--- config.mk ---
export PLATFORM = sky130hd
export DESIGN_NAME = ser2par_rx
export DESIGN_NICKNAME = d
export VERILOG_FILES = /design/src/rtl/ser2par_rx.sv
export SDC_FILE = /design/constraint.sdc
export NUM_CORES = 1
export LEC_CHECK = 0
export BUFFER_PORTS_ARGS = -buffer_cell sky130_fd_sc_hd__buf_2
export CORE_UTILIZATION = 50
export CTS_BUF_LIST = sky130_fd_sc_hd__clkbuf_16
export DETAILED_ROUTE_END_ITERATION = 16
export GPL_TIMING_DRIVEN = 0
export PLACE_DENSITY = 0.7
export RECOVER_POWER = 100
export REMOVE_ABC_BUFFERS = 1
export SLEW_MARGIN = 40
export SYNTH_ARGS = -nofsm -noshare
export SYNTH_HDL_FRONTEND = slang
export SYNTH_SLANG_ARGS = --single-unit
--- constraint.sdc ---
create_clock -name clk -period 1.76 [get_ports clk]
set_input_delay 0.352 -clock clk [delete_from_list [all_inputs] [get_ports clk]]
set_output_delay 0.352 -clock clk [all_outputs]
set_load 0.005 [all_outputs]
--- src/rtl/ser2par_rx.sv ---
// Bit-serial to parallel receiver: steers accepted bits into an N-bit word and
// presents completed words on a registered valid/ready port. Optional parity: SER2PAR_PARITY_CHECK_EN.
module ser2par_rx #(
    parameter int N         = 16,
    parameter bit LSB_FIRST = 1'b1
) (
    input  logic         clk,
    input  logic         rst_n,
    input  logic         clear,
    input  logic         ser_in,
    input  logic         ser_valid,
    output logic         ser_ready,
    output logic [N-1:0] par_out,
    output logic         par_valid,
    input  logic         par_ready,
    output logic         busy,
    output logic         parity_err
);
    localparam int CW = $clog2(N);

`ifdef SER2PAR_PARITY_CHECK_EN
    typedef enum logic [1:0] {IDLE, COLLECT, PARITY, HOLD} state_t;
`else
    typedef enum logic [1:0] {IDLE, COLLECT, HOLD} state_t;
`endif

    state_t          state_q, state_d;
    logic [CW-1:0]   cnt_q, cnt_d;
    logic [N-1:0]    asm_q, asm_d;
    logic [N-1:0]    out_q, out_d;
    logic            pv_q, pv_d;
    logic            perr_q, perr_d;
    logic            hperr_q, hperr_d;

    logic            accept;
    logic            consume;
    logic            complete;
    logic            cmp_perr;
    logic [CW-1:0]   idx;

    assign ser_ready  = (state_q != HOLD);
    assign busy       = (state_q != IDLE);
    assign par_out    = out_q;
    assign par_valid  = pv_q;
    assign parity_err = perr_q;

    assign accept  = ser_valid && ser_ready && !clear;
    assign consume = pv_q && par_ready;
    assign idx     = LSB_FIRST ? cnt_q : (CW'(N - 1) - cnt_q);

    always_comb begin
        state_d  = state_q;
        cnt_d    = cnt_q;
        asm_d    = asm_q;
        out_d    = out_q;
        pv_d     = pv_q;
        perr_d   = perr_q;
        hperr_d  = hperr_q;
        complete = 1'b0;
        cmp_perr = 1'b0;

        if (consume)
            pv_d = 1'b0;

        if (clear) begin
            state_d = IDLE;
            cnt_d   = '0;
        end else begin
            case (state_q)
                IDLE, COLLECT: begin
                    if (accept) begin
                        asm_d[idx] = ser_in;
                        if (cnt_q == CW'(N - 1)) begin
                            cnt_d = '0;
`ifdef SER2PAR_PARITY_CHECK_EN
                            state_d = PARITY;
`else
                            complete = 1'b1;
`endif
                        end else begin
                            cnt_d   = cnt_q + CW'(1);
                            state_d = COLLECT;
                        end
                    end
                end
`ifdef SER2PAR_PARITY_CHECK_EN
                PARITY: begin
                    if (accept) begin
                        complete = 1'b1;
                        cmp_perr = (^asm_q) ^ ser_in;
                    end
                end
`endif
                HOLD: begin
                    // Held word moves out exactly when the current one is consumed
                    if (consume) begin
                        out_d   = asm_q;
                        pv_d    = 1'b1;
                        perr_d  = hperr_q;
                        state_d = IDLE;
                    end
                end
                default: state_d = IDLE;
            endcase
        end

        if (complete) begin
            if (!pv_q || par_ready) begin
                out_d   = asm_d;
                pv_d    = 1'b1;
                perr_d  = cmp_perr;
                state_d = IDLE;
            end else begin
                hperr_d = cmp_perr;
                state_d = HOLD;
            end
        end
    end

    always_ff @(posedge clk or negedge rst_n) begin
        if (!rst_n) begin
            state_q <= IDLE;
            cnt_q   <= '0;
            asm_q   <= '0;
            out_q   <= '0;
            pv_q    <= 1'b0;
            perr_q  <= 1'b0;
            hperr_q <= 1'b0;
        end else begin
            state_q <= state_d;
            cnt_q   <= cnt_d;
            asm_q   <= asm_d;
            out_q   <= out_d;
            pv_q    <= pv_d;
            perr_q  <= perr_d;
            hperr_q <= hperr_d;
        end
    end
endmodule
==> summary.md <==
| Metric | Value |
|---|---|
| Core ar. | 3440 um2 |
| Nets | 195 |
| Layout Skew | 0.00418 ns |
| Area grow syn2layout | 29.0% |
| Worst Path Required | 1.93 ns |
| Via density | 5.44 |
| Io pins | 26 |
| Vias in the first global route | 1274 |
| Crit start category | register |
| Reg2Reg Setup Slack | -0.05 ns |
| Placed insts | 208 |
| Min Tclk post-route | 1.81 ns |
| Root Buffer | clkbuf_16 |
| DP HPWL | 2190 um |
| RSZ-0062 raised after global routing | yes |
| Mapped Area | 1860 um2 |
| Antenna Cells | 0 |
| Worst slew pin tran | 0.981 ns |
| Mean Syn Cell Area | 13.1 um2 |
| Layout cells sized above 1 | 0.538 |
| Hold buffers post-CTS | 0 |
| Layout fillers | 245 |
| Max VDD drop | 0.000488 V |
| FF/Latch Area | 1000 um2 |
| Die width | 63.1 um |
| First-pass GRT wire length | 6420 um |
| CTS tree | yes |
| Port Buffer Count | 25 |
| First DRT Iteration DRCs | 79 |
| Setup WS pre-CTS | -0.235 ns |
| Final non-filler cell total | 232 |
| First-pass detailed-route iteration total | 5 |
| Synthesis warning total | 0 |
| Die footprint | 3980 um2 |
| Routed Antenna Nets | 0 |
| Max-slew violations | 0 |
| Worst-Skew Late Latency | 0.28 ns |
| DR vias | 1263 |
| Final wirelength | 3920 um |
| Htree depth | 2 |
| Synth Register Bits | 40 |
| Power per Cell Area | 815 nW/um2 |
| WP data arrival | 1.98 ns |
| GRT Total Usage | 0.216 |
| Max-cap viol count | 0 |
| Setup TNS | -0.135 ns |
| HP Class | in2async |
| Die Span Y | 63.1 um |
| Clock transition at the registers of the reported paths | 0.06 ns |
| Final hold violations | 0 |
| CP endpoint kind | register |
| Register area share after synthesis | 0.537 |
| Clock sinks | 40 |
| DR WL/cell | 16.9 um |
| Worst-path maximum fanout | 4 |
| Critical path type | reg2reg |
| Total gr overflow | 0 |
| Mapped Cells | 142 |
| Overall Power | 0.00196 W |
| Failing checks | negative setup slack |
| Rows | 21 |
| Maximum clock rate | 0.551 GHz |
| Drc violations | 0 |
| Status | finished with violations |
| Initial Util | 0.542 |
| Largest net degree at the start of global routing | 41 |
| Cts bufs inserted | 5 |
| Post-synth cell types | 27 |
| Multi-input gate area | 941 um2 |
| Fin crit share | 1.03 |
| Static leakage | 1.21 nW |
| Final Util | 0.699 |
| Final Worst Setup Slack | -0.0535 ns |
| Initial antenna violation count | 0 |
| Final Setup Violations | 4 |
| RD Place Congestion | 0.755 |
| Clock buffer depth | 2 |
| Slew headroom | 0.346 |
==> per-stage QoR <==
| step | instance area [um2] | hold slack (ns) |
|---|---|---|
| floorplan | 1840 | 0.0564 |
| global placement | 2020 | 0.482 |
| detailed placement | 2020 | 0.355 |
| CTS | 2350 | 0.0546 |
| global route | 2400 | 0.316 |
| finish | 2400 | 0.219 |
==> cells in the final DEF (no fill, tap or decap) <==
| cell type | count |
|---|---|
| a21o_1 | 1 |
| clkinv_1 | 1 |
| inv_6 | 1 |
| and4bb_4 | 1 |
| dfrtp_1 | 38 |
| nand2_2 | 3 |
| nand2b_1 | 1 |
| or2_2 | 1 |
| dfrtp_2 | 2 |
| buf_6 | 3 |
| ha_1 | 1 |
| o21ai_0 | 2 |
| mux2_4 | 20 |
| clkbuf_2 | 1 |
| and4bb_2 | 3 |
| nor3b_4 | 1 |
| nand3_2 | 2 |
| clkbuf_1 | 2 |
| mux2i_1 | 1 |
| nand2_1 | 14 |
| nor2_1 | 3 |
| or4_1 | 1 |
| xor2_1 | 1 |
| mux2_2 | 16 |
| a31o_4 | 2 |
| nand3_1 | 4 |
| buf_2 | 22 |
| clkbuf_16 | 5 |
| inv_1 | 4 |
| ha_4 | 3 |
| buf_4 | 12 |
| inv_2 | 1 |
| nor2b_1 | 3 |
| a21oi_1 | 6 |
| nor3_1 | 2 |
| o2111a_4 | 1 |
| or2b_1 | 1 |
==> layer usage <==
layer / GRT usage / vias to the layer above / wire length, um / share of wire
li1: - / 586 / - / -
met1: 0.288 / 631 / 1850 / 0.47
met2: 0.329 / 35 / 1840 / 0.47
met3: 0.0435 / 11 / 137 / 0.035
met4: 0.113 / 0 / 97 / 0.025
met5: 0 / - / 0 / 0
==> critical path, stage by stage (launching register included) <==
cell,delay (ns)
dfrtp_2,0.44
buf_6,0.14
inv_6,0.06
ha_4,0.11
and4bb_2,0.26
nand3_2,0.09
mux2_4,0.33
mux2_4,0.26
==> where the power goes <==
| part | switching, W | internal, W |
|---|---|---|
| logic | 0.0000712 | 0.0000669 |
| registers | 0.0000215 | 0.000951 |
| clock network | 0.000341 | 0.000509 |
| total | 0.000434 | 0.00153 |
==> cell families after synthesis <==
logic type,synth area share
XOR/XNOR,0.00470
multiplexers,0.241
AO/OA/AOI/OAI,0.0456
adder cells (fa/ha/maj),0.0268
buffers and inverters,0.0228
flip-flops,0.537
AND/OR/NAND/NOR,0.122
==> cells in the mapped netlist <==
cell / n / share of area
or4_1: 1 / 0.0040
o2111a_4: 1 / 0.011
inv_1: 4 / 0.0081
mux2_4: 9 / 0.072
buf_6: 1 / 0.0060
clkbuf_1: 3 / 0.0060
nand2_1: 17 / 0.034
o21ai_0: 2 / 0.0054
or2b_1: 1 / 0.0040
or2_2: 1 / 0.0034
xor2_1: 1 / 0.0047
nor3_1: 2 / 0.0054
a21o_1: 1 / 0.0040
nor2_1: 3 / 0.0060
nor2b_1: 3 / 0.010
buf_2: 1 / 0.0027
nor3b_2: 1 / 0.0067
a31o_4: 1 / 0.0094
mux2_2: 27 / 0.16
a21oi_1: 6 / 0.016
nand3_1: 6 / 0.016
ha_1: 4 / 0.027
mux2i_1: 1 / 0.0054
dfrtp_1: 40 / 0.54
and4bb_4: 1 / 0.0087
and4bb_2: 3 / 0.020
nand2b_1: 1 / 0.0034
==> repair_timing <==
item | in CTS | in global routing
pin swaps | 1 | 1
endpoints found under the setup margin | 15 | 11
hold endpoints to repair | 0 | 0
gates resized for setup | 24 | 9
cloned | 1 | 0
buffers inserted | 11 | 4
==> sequential cells by signal (all words and copies together) (netlist names) <==
register and cells:
par_out 16, cnt_q 4, asm_q 16, parity_err 1, state_q 2, par_valid 1
==> final cells by class <==
class	instances	area share
clock buffer	5	0.0520
inverter	4	0.00832
multi-input combinational	94	0.391
sequential	40	0.417
tap	46	0.0239
clock inverter	3	0.00468
timing repair buffer	40	0.102
==> final timing paths <==
| kind | depth (start not counted) | end | start |
|---|---|---|---|
| max | 7 | par_out[13]$_DFF_PN0_ | cnt_q[1]$_DFFE_PN0P_ |
| max reg2reg | 7 | par_out[13]$_DFF_PN0_ | cnt_q[1]$_DFFE_PN0P_ |
| max in group asynchronous | 1 | cnt_q[1]$_DFFE_PN0P_ | rst_n |
| min | 1 | par_out[6]$_DFF_PN0_ | rst_n |
| min reg2reg | 2 | parity_err$_DFF_PN0_ | parity_err$_DFF_PN0_ |
| min in group clk | 2 | state_q[1]$_DFFE_PN0P_ | par_ready |
(Power assumes the default switching activity.)
